[config.mk]
export PLATFORM = sky130hd
export DESIGN_NAME = regfile_2r1w
export DESIGN_NICKNAME = d
export VERILOG_FILES = /design/src/rtl/regfile_2r1w.sv
export SDC_FILE = /design/constraint.sdc
export NUM_CORES = 2
export LEC_CHECK = 0
export ABC_AREA = 1
export ABC_CLOCK_PERIOD_IN_PS = 3950
export CORE_MARGIN = 3
export CORE_UTILIZATION = 35
export CTS_CLUSTER_SIZE = 28
export DETAILED_ROUTE_END_ITERATION = 6
export PLACE_DENSITY = 0.6
export SKIP_CTS_REPAIR_TIMING = 1
export SKIP_LAST_GASP = 1
export SYNTH_ARGS = -nofsm -noshare
export SYNTH_HDL_FRONTEND = slang
export SYNTH_SLANG_ARGS = --single-unit
[constraint.sdc]
create_clock -name clk -period 3.95 [get_ports clk]
set_input_delay 0.79 -clock clk [delete_from_list [all_inputs] [get_ports clk]]
set_output_delay 0.79 -clock clk [all_outputs]
set_load 0.02 [all_outputs]
[src/rtl/regfile_2r1w.sv]
// regfile_2r1w: 32 x XLEN integer register file, two combinational read
// ports (A, B), one debug read port and one synchronous write port.
// x0 has no storage and always reads zero. x2/x3 reset to SP_INIT/GP_INIT.
// Optional macro REGFILE_BYPASS_EN adds a same-cycle write-through bypass
// on every read port; the default build returns stored contents only.
module regfile_2r1w #(
   parameter int              XLEN    = 32,
   parameter logic [XLEN-1:0] SP_INIT = 32'h0000_0FFC,
   parameter logic [XLEN-1:0] GP_INIT = 32'h0000_0000
) (
   input  logic                   clk,
   input  logic                   rst_n,
   input  logic [4:0]             rs1_addr,
   input  logic [4:0]             rs2_addr,
   output logic signed [XLEN-1:0] rs1_data,
   output logic signed [XLEN-1:0] rs2_data,
   input  logic [4:0]             rd_addr,
   input  logic [XLEN-1:0]        rd_data,
   input  logic                   reg_write,
   input  logic [4:0]             dbg_addr,
   output logic [XLEN-1:0]        dbg_data
);

   // Storage exists only for x1..x31.
   logic [XLEN-1:0] regs_q [1:31];
   logic [XLEN-1:0] regs_d [1:31];
   // Full 32-entry read view with x0 tied to zero.
   logic [XLEN-1:0] view   [0:31];

`ifdef REGFILE_BYPASS_EN
   // A write that may be forwarded this cycle; never while in reset.
   logic wr_hit;
   assign wr_hit = rst_n && reg_write && (rd_addr != 5'd0);
`endif

   // Next-state: apply the write unless it targets x0 or is disabled.
   always_comb begin
      regs_d = regs_q;
      if (reg_write && (rd_addr != 5'd0)) begin
         regs_d[rd_addr] = rd_data;
      end
   end

   // Array update; reset wins over a simultaneous write.
   always_ff @(posedge clk) begin
      if (!rst_n) begin
         for (int i = 1; i < 32; i++) begin
            regs_q[i] <= '0;
         end
         regs_q[2] <= SP_INIT;
         regs_q[3] <= GP_INIT;
      end else begin
         regs_q <= regs_d;
      end
   end

   // Build the read view with the hardwired-zero x0 entry.
   always_comb begin
      view[0] = '0;
      for (int i = 1; i < 32; i++) begin
         view[i] = regs_q[i];
      end
   end

   // Read port A: stored value, optionally overridden by the live write.
   always_comb begin
      rs1_data = view[rs1_addr];
`ifdef REGFILE_BYPASS_EN
      if (wr_hit && (rd_addr == rs1_addr)) begin
         rs1_data = rd_data;
      end
`endif
   end

   // Read port B: same rules as port A.
   always_comb begin
      rs2_data = view[rs2_addr];
`ifdef REGFILE_BYPASS_EN
      if (wr_hit && (rd_addr == rs2_addr)) begin
         rs2_data = rd_data;
      end
`endif
   end

   // Debug read port: same rules as port A.
   always_comb begin
      dbg_data = view[dbg_addr];
`ifdef REGFILE_BYPASS_EN
      if (wr_hit && (rd_addr == dbg_addr)) begin
         dbg_data = rd_data;
      end
`endif
   end

endmodule

==> flow_summary.json <==
{
  "status": "complete, but fails checks",
  "failed_checks": "design-rule violations, negative setup slack",
  "cp.buffers_inverters": 6,
  "ys_seq_area_share_pct": 30.9,
  "cp-start-kind": "input pin",
  "synth.avg_cell_area_um2": 5.61,
  "layout.nets": 11100,
  "cp_data_arrival_time_ns": 3.22,
  "place_ws_ns": 0.148,
  "yosysUniqueCellTypes": 16,
  "critPathKind": "in2out",
  "finalPower_uw": 27500,
  "drtPass1Iterations": 7,
  "placed_area_um2": 69300,
  "antenna_found_initial": 32,
  "synth-seq-cells": 992,
  "final_area_um2": 73700,
  "drv_cap": 0,
  "start_util_pct": 35.4,
  "portBuffers": 150,
  "largest_reg_flops": 992,
  "fin_crit_sh_pct": 101,
  "r2r-end": "regs_q[608]",
  "boundaryPins": 151,
  "core_um2": 182000,
  "syn_area_um2": 64200,
  "r2r_start": "regs_q[608]",
  "critPathMaxStageDelay_ns": 0.31,
  "viasPerCell": 6.04,
  "grt_max_degree": 216,
  "min_period_ns": 4.01,
  "yosysWarnings": 0,
  "min_from": "rst_n",
  "slowest_stage": "inv_8",
  "hold_path_end": "regs_q[108]",
  "cts_tree": "built",
  "utilization_pct": 40.6,
  "setup_ws_ns": -0.0557,
  "die_w_um": 434,
  "grt_pass1_wl_um": 511000,
  "largestRegisters": "regs_q (992)",
  "synthCells": 11400,
  "critical_path.most_common_cell": "nand2_1",
  "whs_path_depth": 3,
  "wl_per_cell_um": 26.3,
  "fillCellCount": 19200,
  "rows": 156,
  "endpoint_kind": "primary output",
  "drc": 19,
  "finalMaxSlewViolations": 0,
  "grt_setup_unrepaired": "false",
  "htree_levels": 3,
  "syn_nets": 11500,
  "first_iter_violations": 14100,
  "power_density_nw_per_um2": 373,
  "slew_headroom_pct": 6.07,
  "reg2reg_depth": 2,
  "gp_congestion": 0.990,
  "finalSetupTns_ns": -0.0557,
  "worstMarginPinSlew_ns": 1.40,
  "cts_num_sinks": 992,
  "fp.dieH_um": 434,
  "worst-r2r-setup-slack_ns": 3.17,
  "ant_nets": 0,
  "cts_buffers": 119,
  "path_cells": "buf_8 > inv_8 > buf_12 > buf_4 > nand2_1 > nand3_1 > nand3_1 > nand2_1 > nand2_1 > nand2_1 > nand2_1 > nand2_1 > buf_12 > buf_12",
  "hold_viol_final": 0,
  "clock.fmax_ghz": 0.250,
  "vias": 81900,
  "top_register": "regs_q",
  "finalSetupViolCount": 1,
  "overflow": 0,
  "dieArea_um2": 189000,
  "worstPathRequired_ns": 3.16,
  "clock_latency_ns": 0.79,
  "gr-usage-all-layers_pct": 36.2,
  "cts_buffer_depth": 3,
  "hpwl_um": 211000,
  "drive_gt1_share_pct": 6.94,
  "skew_ns": 0,
  "hold_class": "in2reg",
  "clkTransAtPathRegs_ns": 0.06,
  "first_global_vias": 73800,
  "wl_um": 357000,
  "critical_path.top_delay_family": "buffers and inverters",
  "syn2layout_area_growth_pct": 14.8,
  "leakage_uw": 0.0323,
  "ir_worst_vdd_uv": 399,
  "crit_fanout": 54,
  "root_buffer": "clkbuf_16"
}
-- stage by stage --
step,instances,hold WS (ns)
global route,13600,0.493
global placement,13300,0.488
finish,13600,0.465
floorplan,11400,0.467
CTS,13600,0.453
detailed placement,13300,0.486
-- metal layers --
layer / wire length (um) / vias to the layer above / track usage, %
li1: - / 36200 / -
met1: 127000 / 37000 / 44.4
met3: 51000 / 1776 / 10.5
met2: 145000 / 6912 / 52.5
met4: 33800 / 16 / 29.6
met5: 103 / - / 0
-- cells by family (layout without fill, tap and decap cells) --
kind of cell | after synthesis | after routing | synth area share [%]
compound gates | 1184 | 1184 | 9.23
buf+inv | 1282 | 1029 | 8.42
flops | 992 | 992 | 30.9
other cells | 0 | 13 | 0
simple gates | 7981 | 7981 | 51.4
-- power by group --
group / total (uW) / internal, uW / leakage (uW) / switching [uW]
clock: 12400 / 7340 / 0.00212 / 5040
sequential: 10300 / 10100 / 0.00801 / 123
combinational: 4880 / 1360 / 0.0222 / 3520
-- area by class of cell --
cell class	count	area [um^2]	share of cell area, %
Antenna cell	13	32.5	0.0441
Clock buffer	170	3540	4.80
Clock inverter	54	800	1.08
Inverter	246	991	1.34
Multi-Input combinational cell	9165	39100	53.1
Sequential cell	992	19900	26.9
Tap cell	2370	2970	4.02
Timing Repair Buffer	559	6410	8.70
-- worst reg2reg max path, stage by stage (launching register included) --
cell and delay (ns):
dfxtp_1 0.41, o21ai_0 0.13, nor2_1 0.17
-- cell usage after synthesis, drive strengths merged --
library cell  count  area share, %
dfxtp           992             31
nand3          2410             19
clkinv            1         0.0058
o21ai           992            7.7
nand2          3942             23
a21oi           192            1.5
inv             245            1.4
nor2           1629            9.6
clkbuf          521            3.0
buf             515            3.9
-- worst max-delay path by stage --
stage	from	slack, ns	cells past startpoint	to
finish	dbg_addr[0]	-0.06	14	dbg_data[24]
global route	dbg_addr[0]	0.02	14	dbg_data[24]
CTS	dbg_addr[0]	0.13	14	dbg_data[24]
detailed placement	dbg_addr[0]	0.15	14	dbg_data[24]
global placement	dbg_addr[2]	0.16	9	dbg_data[18]
floorplan	rs1_addr[0]	1.21	13	rs1_data[23]
-- cell usage in the layout (no fill, tap or decap), types with 7 or more instances in the layout --
cell type,count
clkinv_2,21
inv_2,31
buf_8,7
dfxtp_1,992
nor2_4,23
inv_8,7
diode_2,13
clkbuf_8,37
clkinvlp_4,9
inv_6,7
clkbuf_16,119
a21oi_1,192
clkbuf_1,14
nand3_1,2410
clkdlybuf4s50_1,67
o21ai_1,58
nor2_1,1605
nand2_1,3937
o21ai_0,934
buf_12,158
bufinv_16,17
buf_4,317
inv_1,199
Note: power is estimated with default switching activity, not from simulation.
